===== src/rtl/moore_seq_det.sv =====
// Moore serial sequence detector with a runtime-reloadable WIDTH-bit pattern.
// Supports overlapping and non-overlapping matching. The match counter is built only when SEQDET_COUNT_EN is defined.
module moore_seq_det #(
  parameter int               WIDTH   = 4,
  parameter logic [WIDTH-1:0] PATTERN = 4'b1001,
  parameter int               CNT_W   = 8
) (
  input  logic             clk,
  input  logic             reset,
  input  logic             en,
  input  logic             x,
  input  logic             overlap,
  input  logic             pat_load,
  input  logic [WIDTH-1:0] pat_in,
  input  logic             cnt_clr,
  output logic             y,
  output logic [CNT_W-1:0] match_cnt
);

  localparam int                FILL_W    = $clog2(WIDTH + 1);
  localparam logic [FILL_W-1:0] FILL_FULL = FILL_W'(WIDTH);

  logic [WIDTH-1:0]  hist_reg;
  logic [WIDTH-1:0]  hist_next;
  logic [WIDTH-1:0]  pat_reg;
  logic [WIDTH-1:0]  bit_eq;
  logic [FILL_W-1:0] fill_reg;
  logic [FILL_W-1:0] fill_inc;
  logic [FILL_W-1:0] fill_next;
  logic              y_reg;
  logic              m;

  assign hist_next = {hist_reg[WIDTH-2:0], x};

  genvar gi;
  generate
    for (gi = 0; gi < WIDTH; gi++) begin : g_bit_eq
      assign bit_eq[gi] = ~(hist_next[gi] ^ pat_reg[gi]);
    end
  endgenerate

  always_comb begin
    fill_inc  = (fill_reg == FILL_FULL) ? FILL_FULL : fill_reg + FILL_W'(1);
    m         = (fill_inc == FILL_FULL) && (&bit_eq);
    // Non-overlapping mode restarts the fill so the next match needs WIDTH fresh bits.
    fill_next = (m && !overlap) ? '0 : fill_inc;
  end

  always_ff @(posedge clk) begin
    if (reset) begin
      hist_reg <= '0;
      fill_reg <= '0;
      pat_reg  <= PATTERN;
      y_reg    <= 1'b0;
    end else if (pat_load) begin
      pat_reg  <= pat_in;
      hist_reg <= '0;
      fill_reg <= '0;
      y_reg    <= 1'b0;
    end else if (en) begin
      hist_reg <= hist_next;
      fill_reg <= fill_next;
      y_reg    <= m;
    end
  end

  assign y = y_reg;

`ifdef SEQDET_COUNT_EN
  logic [CNT_W-1:0] cnt_reg;

  // Clear wins over a simultaneous detection; the count saturates at all-ones.
  always_ff @(posedge clk) begin
    if (reset) begin
      cnt_reg <= '0;
    end else if (cnt_clr) begin
      cnt_reg <= '0;
    end else if (!pat_load && en && m && (cnt_reg != '1)) begin
      cnt_reg <= cnt_reg + CNT_W'(1);
    end
  end

  assign match_cnt = cnt_reg;
`else
  logic unused_cnt_clr;
  assign unused_cnt_clr = cnt_clr;
  assign match_cnt      = '0;
`endif

endmodule


===== config.mk =====
export PLATFORM = sky130hd
export DESIGN_NAME = moore_seq_det
export DESIGN_NICKNAME = d
export VERILOG_FILES = /design/src/rtl/moore_seq_det.sv
export SDC_FILE = /design/constraint.sdc
export NUM_CORES = 1
export LEC_CHECK = 0
export BUFFER_PORTS_ARGS = -buffer_cell sky130_fd_sc_hd__buf_2
export CORE_AREA = 10 10 50 52
export CTS_CLUSTER_SIZE = 20
export DETAILED_ROUTE_END_ITERATION = 12
export DIE_AREA = 0 0 60 62
export PLACE_DENSITY_LB_ADDON = 0.15
export SYNTH_ARGS = -nofsm -noshare
export SYNTH_HDL_FRONTEND = slang
export SYNTH_SLANG_ARGS = --single-unit

===== constraint.sdc =====
create_clock -name clk -period 1.7 [get_ports clk]
set_clock_uncertainty 0.2 [all_clocks]
set_input_delay 0.17 -clock clk [delete_from_list [all_inputs] [get_ports clk]]
set_output_delay 0.17 -clock clk [all_outputs]
set_load 0.02 [all_outputs]

==> reports/summary.txt, run 1 <==
status = finished, violations left
violated checks = negative hold slack
via count = 466
worst slack at placement = 2.99 ps
Post-synth EDFFs = 0
max reg flops = 4
clk sink count = 11
Top FF cell, synth = dfxtp_1
Initial Util = 36.7%
reg2reg start = fill_reg[1]
Die Width = 60 µm
Worst-path clk slew = 70 ps
num rows = 15
P&R area growth vs syn = 29.6%
asr flop ratio synth = 0%
Worst-Skew Late Latency = 270 ps
worst hold path class = primary input to flip-flop
Fin. Hold Viols = 1
share of cells above drive strength 1 = 27.1%
Max FO, Critical Path = 1
maximum VDD drop = 0.410 mV
Routed WL = 1140 µm
Finish-stage setup viols = 0
Iteration-0 DRC Markers = 7
r2r setup slk = 110 ps
WP data arrival = 1640 ps
final hold slack = -19.9 ps
R2R Path End = fill_reg[2]
core area = 1610 µm²
first-pass iteration count of the detailed router = 2
Worst Path Required = 1660 ps
Power, Total = 544 µW
NumNets Final = 99
Worst Hold End = pat_reg[3]
Antenna Cells = 0
WL/cell = 11.2 µm
Synth Cell Area = 592 µm²
hold_sp = reset
Cell Pwr Density = 709 nW/µm²
Max Slew Vio Count = 0
final worst path period share = 98.9%
fmax = 595 MHz
leakage = 0.000360 µW
CTS Buffer Depth = 2
largest net degree at the start of global routing = 10
RSZ-0062 raised after global routing = no
Avg Inst Size Synth = 9.55 µm²
Placer Congestion = 0.695
HPWL Detailed = 863 µm
CTS tree = done
Global Route Usage Sum = 6.76%
htree depth = 1
PortBufs = 10
CTS root buf = clkbuf_4
final setup TNS = 0 ps
TritonCTS buffer count = 3
IO Count = 20
Die H = 62 µm
first-pass GRT wire length = 1910 µm
setup ws final = 18.6 ps
Critical Path End Type = flip-flop
Die Area = 3720 µm²
max cap viols = 0
startpoint types = primary input
Reg2Reg Depth = 5
Congestion Overflow GR = 0
Via density = 4.57
ANT nets after route = 0
YS warnings = 0
vias in the first global route = 447
hold path cells = 2
Synth Register Bits = 11
Residual DRC = 0
kind of critical path = primary input to flip-flop
synth unique cells = 23
fin crit period = 1680 ps
Seq/Total Area, Yosys = 37.2%
Mapped Cells = 62
initial antenna violation count = 0
## Yosys cell counts (2+ instances only)
library cell  instances  share of area, %
inv_1                 2               1.3
dfxtp_1              11                37
nand3b_1              3               3.8
ha_1                  2               4.2
buf_4                 8                10
clkbuf_1              2               1.3
nor2_1                8               5.1
xor2_1                3               4.4
nor2b_1               2               2.1
a211o_1               2               3.0
mux2i_1               7                12
## kinds of logic after synthesis
group                      after synthesis  share of synthesized area [%]
AOI/OAI and AO/OA                        7                           10.1
xor gates and xnor gates                 4                           5.92
adders and majority gates                2                           4.23
buffers and inverters                   13                           13.5
DFF                                     11                           37.2
muxes                                    7                           11.8
other                                    1                          0.634
and+or+nand+nor                         17                           16.5
## what timing repair did
action,4_1_cts,5_1_grt
endpoints found under the hold margin,6,0
hold buffers,10,0
resized for setup,1,0
setup buffers,1,0
endpoints found under the setup margin,1,1
pin swaps,2,0
## worst max-delay path by stage
stage                  endpoint         from  cells after the start
detailed placement  fill_reg[2]  fill_reg[0]                      5
global placement    fill_reg[2]  fill_reg[0]                      5
finish               pat_reg[0]    pat_in[0]                      4
CTS                  pat_reg[0]    pat_in[0]                      4
global route         pat_reg[0]    pat_in[0]                      4
floorplan           fill_reg[2]  fill_reg[0]                      5
## routing by layer
metal / GRT usage, % / wire, µm
met2: 10.9 / 606
met4: 0.962 / 0
met1: 7.19 / 437
met5: 0 / 0
met3: 4.88 / 98
## critical path, cell delays in order
cell and delay, ps:
dlygate4sd3_1 540, buf_2 120, a211o_1 270, dlygate4sd3_1 550
## report_power, final
part / leakage (µW) / internal (µW) / switching [µW]
Sequential: 0.0000899 / 266 / 5.80
Combinational: 0.000252 / 47.5 / 46.5
Clock: 0.0000177 / 87.0 / 90.7
## cells in the final DEF (no fill, tap or decap), types with 2 or more instances in the layout
cell,instances
dlygate4sd3_1,9
buf_2,10
mux2i_1,7
dfxtp_1,11
nor2b_1,2
nand3b_1,3
conb_1,8
buf_4,4
xor2_1,3
clkbuf_4,3
nor2_1,8
a211o_1,2
inv_1,2
## final cells by class
class | count | area, µm²
clock buffers | 3 | 22.5
clock inverters | 1 | 5.00
fillers | 157 | 847
inverters | 2 | 7.51
multi-input cells | 45 | 320
flip-flops and latches | 11 | 220
well taps | 17 | 21.3
repair buffers | 23 | 170
## through the flow
stage / util, % / instances / instance area [µm²]
6_report: 47.5 / 102 / 767
5_1_grt: 47.5 / 102 / 767
4_1_cts: 48.1 / 103 / 777
3_5_place_dp: 39.6 / 88 / 639
3_3_place_gp: 39.6 / 88 / 639
2_1_floorplan: - / 69 / 618
Note: power is estimated with default switching activity, not from simulation.
==> inputs of run 2 (changes only) <==
--- a/config.mk
+++ b/config.mk
@@ -5,11 +5,12 @@
 export SDC_FILE = /design/constraint.sdc
 export NUM_CORES = 1
 export LEC_CHECK = 0
+export ABC_AREA = 1
 export BUFFER_PORTS_ARGS = -buffer_cell sky130_fd_sc_hd__buf_2
-export CORE_AREA = 10 10 50 52
+export CORE_AREA = 2 2 43 45
 export CTS_CLUSTER_SIZE = 20
 export DETAILED_ROUTE_END_ITERATION = 12
-export DIE_AREA = 0 0 60 62
+export DIE_AREA = 0 0 45 47
 export PLACE_DENSITY_LB_ADDON = 0.15
 export SYNTH_ARGS = -nofsm -noshare
 export SYNTH_HDL_FRONTEND = slang
==> reports/summary.txt, run 2 <==
worst-path cell chain = dlygate4sd3_1 -> buf_2 -> a21oi_1 -> dlygate4sd3_1 -> o21ai_1 (was dlygate4sd3_1 -> buf_2 -> a211o_1 -> dlygate4sd3_1)
Die Width = 45 µm (was 60 µm)
Top FF cell, synth = dfxtp_1 (unchanged)
Reg power frac = 49.7% (was 50.0%)
Placer Congestion = 0.685 (was 0.695)
commonest cells after routing, fill and taps aside = nand2_1 (15), inv_1 (14), dfxtp_1 (11) (was dfxtp_1 (11), buf_2 (10), dlygate4sd3_1 (9))
Worst Path Buf+Inv = 3 (unchanged)
ANT nets after route = 0 (unchanged)
DP Area = 654 µm² (was 639 µm²)
Global Route Usage Sum = 12.7% (was 6.76%)
startpoint types = primary input (unchanged)
first-pass iteration count of the detailed router = 3 (was 2)
asr flop ratio synth = 0% (unchanged)
HPWL Detailed = 788 µm (was 863 µm)
most area-consuming cells after synthesis = dfxtp_1 (35%), buf_4 (9.7%), nand2_1 (9.1%) (was dfxtp_1 (37%), mux2i_1 (12%), buf_4 (10%))
Synth Cell Area = 622 µm² (was 592 µm²)
fmax = 610 MHz (was 595 MHz)
PortBufs = 10 (unchanged)
initial antenna violation count = 0 (unchanged)
post-CTS setup buffers = 0 (was 1)
CP most frequent cell = dlygate4sd3_1 (unchanged)
Routed WL = 1070 µm (was 1140 µm)
Antenna Cells = 0 (unchanged)
max reg flops = 4 (unchanged)
post-synth top area cell = dfxtp_1 (unchanged)
most frequent cell after synthesis = nand2_1 (was dfxtp_1)
YS warnings = 0 (unchanged)
vias in the first global route = 467 (was 447)
Synth Register Bits = 11 (unchanged)
setup ws final = 61.9 ps (was 18.6 ps)
Initial Util = 37.7% (was 36.7%)
max cap viols = 0 (unchanged)
area share of the largest cell type after synthesis = 35.4% (was 37.2%)
kind of critical path = primary input to flip-flop (unchanged)
Post-Synth XOR/XNOR Area = 0% (was 5.92%)
CTS Buffer Depth = 2 (unchanged)
Top delay family on crit path = buffers and inverters (unchanged)
sw power = 156 µW (was 143 µW)
Switching Fraction = 28.0% (was 26.3%)
Post-synth top cells = nand2_1 (15), inv_1 (14), dfxtp_1 (11) (was dfxtp_1 (11), buf_4 (8), nor2_1 (8), mux2i_1 (7))
clk sink count = 11 (unchanged)
Worst Path Required = 1660 ps (about the same)
Cell Pwr Density = 739 nW/µm² (was 709 nW/µm²)
CTS root buf = clkbuf_4 (unchanged)
leakage = 0.000374 µW (was 0.000360 µW)
Seq/Total Area, Yosys = 35.4% (was 37.2%)
Die H = 47 µm (was 62 µm)
Worst-Skew Late Latency = 260 ps (was 270 ps)
adder-cell share of the synthesized area = 4.02% (was 4.23%)
synth unique cells = 20 (was 23)
clock share of power = 31.3% (was 32.7%)
fin crit period = 1640 ps (was 1680 ps)
Via density = 4.32 (was 4.57)
worst slack at placement = 142 ps (was 2.99 ps)
Worst-path clk slew = 70 ps (about the same)
share of cells above drive strength 1 = 23.6% (was 27.1%)
area fraction in compound gates after synthesis = 18.5% (was 10.1%)
Avg Inst Size Synth = 7.15 µm² (was 9.55 µm²)
Fin. Hold Viols = 0 (was 1)
via count = 531 (was 466)
P&R area growth vs syn = 21.3% (was 29.6%)
maximum VDD drop = 0.347 mV (was 0.410 mV)
final hold slack = 5.33 ps (was -19.9 ps)
htree depth = 1 (unchanged)
slowest stage cell on the critical path = dlygate4sd3_1 (unchanged)
Internal Pwr Total = 402 µW (was 401 µW)
WP data arrival = 1590 ps (was 1640 ps)
IO Count = 20 (unchanged)
largest net degree at the start of global routing = 13 (was 10)
num rows = 15 (unchanged)
worst hold path class = primary input to flip-flop (unchanged)
Finish-stage setup viols = 0 (unchanged)
final worst path period share = 96.4% (was 98.9%)
Congestion Overflow GR = 0 (unchanged)
Residual DRC = 0 (unchanged)
largest family of logic cells by synthesized area = buffers and inverters (was simple AND/OR/NAND/NOR gates)
Post-synth EDFFs = 0 (unchanged)
status = completed (was finished, violations left)
Iteration-0 DRC Markers = 7 (unchanged)
WL/cell = 8.72 µm (was 11.2 µm)
CTS tree = done (unchanged)
Max Slew Vio Count = 0 (unchanged)
Final Instance Area = 754 µm² (was 767 µm²)
Mapped Cells = 87 (was 62)
Util after Layout = 45.7% (was 47.5%)
RSZ-0062 raised after global routing = yes (was no)
Die Area = 2120 µm² (was 3720 µm²)
first-pass GRT wire length = 1900 µm (was 1910 µm)
Critical Path End Type = flip-flop (unchanged)
most common cell after layout, fill and taps aside = nand2_1 (was dfxtp_1)
final setup TNS = 0 ps (unchanged)
simple-gate share of the synthesized area = 20.7% (was 16.5%)
Comb pwr share = 19.0% (was 17.3%)
Max FO, Critical Path = 6 (was 1)
Max stage delay on crit path = 550 ps (about the same)
TritonCTS buffer count = 3 (unchanged)
post-synthesis mux area share = 0% (was 11.8%)
core area = 1650 µm² (was 1610 µm²)
NumNets Final = 120 (was 99)
-- run 2: cell count changes after synthesis, sizes merged, moves of 7 or more --
cell,delta
a21oi,+8
inv,+14
mux2i,-7
nand2,+16
o21ai,+10
-- run 2: worst register-to-register path: cells and delay by family (launching register included) --
kind | cells | cell delay [ps]
buffers and inverters | 1 | 50
flip-flops | 1 | 370
AO/OA/AOI/OAI | 2 | 180
adder cells (fa/ha/maj) | 1 | 300
AND/OR/NAND/NOR | 4 | 340
-- run 2: stage by stage --
step | power [µW] | instances
3_5_place_dp | 376 | 112
5_1_grt | 601 | 123
2_1_floorplan | 365 | 94
6_report | 558 | 123
3_3_place_gp | 375 | 112
4_1_cts | 571 | 123
-- run 2: what timing repair did --
action	in CTS	in global routing
resized for setup	0	1
setup endpoints to repair	0	1
hold endpoints to repair	4	0
hold buffers	7	0
-- run 2: metal layers --
layer | share of wire, % | track usage (%)
met5 | 0 | 0
met4 | 0.56 | 7.06
met3 | 4.8 | 2.31
met2 | 45 | 19.1
met1 | 50 | 17.1
-- run 2: power groups by stage --
stage	logic, µW	registers [µW]	clock network, µW
2_1_floorplan	81.7	283	0
3_3_place_gp	91.5	284	0
3_5_place_dp	92.2	284	0
4_1_cts	106	277	188
5_1_grt	121	280	200
6_report	106	278	174
-- run 2: cell families (layout without fill, tap and decap cells) --
| group | Yosys count | after routing |
|---|---|---|
| buf+inv | 26 | 38 |
| fa+ha+maj | 2 | 2 |
| other cells | 1 | 8 |
| flops | 11 | 11 |
| simple gates | 26 | 26 |
| compound gates | 21 | 21 |
-- run 2: path summary, 6_finish.rpt --
path                                   from          end  slack [ps]  cells past startpoint
worst max-delay path               pat_load   pat_reg[3]          60                      5
worst max register to register  fill_reg[0]  fill_reg[2]         160                      8
worst min register to register   pat_reg[0]   pat_reg[0]         280                      2
worst min-delay path                      x  hist_reg[0]           5                      3
-- run 2: layout make-up --
cell class,count,area [µm²]
inverter,17,63.8
clock buffer,4,26.3
sequential,11,220
tap,17,21.3
multi-input combinational,57,303
fill,184,897
timing repair buffer,17,120
==> inputs of run 3 (changes only) <==
--- a/config.mk
+++ b/config.mk
@@ -7,10 +7,13 @@
 export LEC_CHECK = 0
 export ABC_AREA = 1
 export BUFFER_PORTS_ARGS = -buffer_cell sky130_fd_sc_hd__buf_2
-export CORE_AREA = 2 2 43 45
+export CELL_PAD_IN_SITES_DETAIL_PLACEMENT = 0
+export CELL_PAD_IN_SITES_GLOBAL_PLACEMENT = 1
+export CORE_AREA = 2 2 44 46
+export CTS_BUF_LIST = sky130_fd_sc_hd__clkbuf_4
 export CTS_CLUSTER_SIZE = 20
 export DETAILED_ROUTE_END_ITERATION = 12
-export DIE_AREA = 0 0 45 47
+export DIE_AREA = 0 0 46 48
 export PLACE_DENSITY_LB_ADDON = 0.15
 export SYNTH_ARGS = -nofsm -noshare
 export SYNTH_HDL_FRONTEND = slang
==> constraint.sdc (replaced) <==
create_clock -name clk -period 2.11 [get_ports clk]
set_clock_uncertainty 0.2 [all_clocks]
set_input_delay 0.211 -clock clk [delete_from_list [all_inputs] [get_ports clk]]
set_output_delay 0.211 -clock clk [all_outputs]
set_load 0.02 [all_outputs]
==> reports/summary.txt, run 3 (synthesized netlist as in run 2, its figures left out) <==
FF+latch area = 220 µm² (unchanged)
via count = 512 (was 531)
slowest stage cell on the critical path = dlygate4sd3_1 (unchanged)
RSZ-0062 raised after global routing = no (was yes)
worst-path cell chain = dlygate4sd3_1 -> buf_2 -> a21oi_1 -> dlygate4sd3_1 -> o21ai_1 (unchanged)
Routed WL = 1080 µm (was 1070 µm)
Internal Pwr Total = 333 µW (was 402 µW)
Multi-input gate area = 299 µm² (was 303 µm²)
Switching Fraction = 28.3% (was 28.0%)
initial antenna violation count = 0 (unchanged)
max cap viols = 0 (unchanged)
P&R area growth vs syn = 16.5% (was 21.3%)
Comb pwr share = 17.2% (was 19.0%)
clock share of power = 34.6% (was 31.3%)
Max Slew Vio Count = 0 (unchanged)
HPWL Detailed = 808 µm (was 788 µm)
share of cells above drive strength 1 = 24.3% (was 23.6%)
first-pass GRT wire length = 1930 µm (was 1900 µm)
hold path cells = 3 (unchanged)
Cell Pwr Density = 640 nW/µm² (was 739 nW/µm²)
maximum VDD drop = 0.269 mV (was 0.347 mV)
ANT nets after route = 0 (unchanged)
R2R Path End = fill_reg[2] (unchanged)
CTS root buf = clkbuf_4 (unchanged)
status = completed (unchanged)
Initial Util = 36.8% (was 37.7%)
Worst Hold End = pat_reg[1] (was hist_reg[0])
sw power = 131 µW (was 156 µW)
NumNets Final = 117 (was 120)
Global Route Usage Sum = 12.6% (was 12.7%)
r2r setup slk = 550 ps (was 160 ps)
vias in the first global route = 489 (was 467)
Die Width = 46 µm (was 45 µm)
fill count = 189 (was 184)
Via density = 4.27 (was 4.32)
Max FO, Critical Path = 1 (was 6)
Top delay family on crit path = buffers and inverters (unchanged)
startpoint types = primary input (unchanged)
first-pass iteration count of the detailed router = 3 (unchanged)
CTS Buffer Depth = 2 (unchanged)
Residual DRC = 0 (unchanged)
core area = 1690 µm² (was 1650 µm²)
num rows = 15 (unchanged)
Antenna Cells = 0 (unchanged)
IO Count = 20 (unchanged)
Fin. Hold Viols = 0 (unchanged)
post-CTS setup buffers = 0 (unchanged)
Die Area = 2210 µm² (was 2120 µm²)
max reg flops = 4 (unchanged)
commonest cells after routing, fill and taps aside = nand2_1 (15), inv_1 (14), dfxtp_1 (11) (unchanged)
worst hold path class = primary input to flip-flop (unchanged)
CP most frequent cell = dlygate4sd3_1 (unchanged)
Worst-path clk slew = 80 ps (was 70 ps)
Reg2Reg Depth = 8 (unchanged)
TritonCTS buffer count = 3 (unchanged)
CTS tree = done (unchanged)
fin crit period = 1630 ps
Critical Path End Type = flip-flop (unchanged)
WP data arrival = 1590 ps (about the same)
final setup TNS = 0 ps (unchanged)
Worst Path Required = 2070 ps (was 1660 ps)
reg2reg start = fill_reg[0] (unchanged)
Worst-Skew Late Latency = 270 ps (was 260 ps)
post-CTS resize count = 0 (unchanged)
Congestion Overflow GR = 0 (unchanged)
leakage = 0.000365 µW (was 0.000374 µW)
final worst path period share = 77.2%
Max stage delay on crit path = 550 ps (about the same)
Iteration-0 DRC Markers = 7 (unchanged)
setup ws final = 481 ps (was 61.9 ps)
Placer Congestion = 0.709 (was 0.685)
Die H = 48 µm (was 47 µm)
largest net degree at the start of global routing = 13 (unchanged)
kind of critical path = primary input to flip-flop (unchanged)
clk sink count = 11 (unchanged)
hold_sp = pat_in[1] (was x)
Finish-stage setup viols = 0 (unchanged)
PortBufs = 10 (unchanged)
fmax = 614 MHz
Reg power frac = 48.2% (was 49.7%)
worst slack at placement = 543 ps (was 142 ps)
htree depth = 1 (unchanged)
Crit. path cell count = 5 (unchanged)
WL/cell = 8.96 µm (was 8.72 µm)
Worst Path Buf+Inv = 3 (unchanged)
most common cell after layout, fill and taps aside = nand2_1 (unchanged)
## run 3: changes by cell type in the layout (fill, tap and decap cells not counted)
cell and change:
clkbuf_4 +1, a21oi_2 -1, dlygate4sd3_1 -3, clkbuf_1 -1, a21oi_1 +1
## run 3: worst register-to-register path: stages, from the launching register on
cell and delay (ps):
dfxtp_1 370, inv_2 50, ha_1 310, a21oi_1 160
nand2_1 110, nor2_4 100, nand3_2 60, nand2_2 60
a21oi_2 40
## run 3: power by group through the flow
stage	Sequential, µW	Combinational (µW)	Clock (µW)
after floorplan	228	65.8	0
after global placement	228	74.3	0
after detailed placement	228	74.3	0
after CTS	224	80.7	164
after global routing	225	92.1	176
final	224	79.9	160
## run 3: per-layer routing
metal	GRT usage, %	vias to the layer above	wire, µm
met4	6.86	0	10
li1	-	287	-
met2	20.0	14	460
met3	3.40	2	57
met1	15.5	209	546
met5	0	-	0
## run 3: metrics by stage
stage | area (µm²) | hold WS (ps) | power, µW | utilization (%) | std cells
floorplan | 648 | 107 | 294 | - | 94
global placement | 654 | 231 | 303 | 38.7 | 112
detailed placement | 654 | 239 | 303 | 38.7 | 112
CTS | 724 | 1.68 | 469 | 42.9 | 120
global route | 724 | 26.5 | 493 | 42.9 | 120
finish | 724 | 1.01 | 464 | 42.9 | 120
## run 3: layout make-up
cell class / instances / area share [%]
multi-input combinational: 57 / 41.3
sequential: 11 / 30.4
timing repair buffer: 14 / 12.4
inverter: 17 / 8.81
clock buffer: 4 / 4.15
tap: 17 / 2.94
## run 3: worst max-delay path by stage
| stage | start | end | slack (ps) |
|---|---|---|---|
| after floorplan | fill_reg[0] | fill_reg[2] | 670 |
| after global placement | fill_reg[0] | fill_reg[2] | 520 |
| after detailed placement | fill_reg[0] | fill_reg[2] | 540 |
| after CTS | pat_in[0] | pat_reg[0] | 500 |
| after global routing | pat_in[0] | pat_reg[0] | 430 |
| final | pat_in[3] | pat_reg[3] | 480 |
## run 3: what timing repair did
action | in CTS | in global routing
hold buffers | 4 | 0
endpoints found under the setup margin | 0 | 0
hold endpoints to repair | 2 | 0
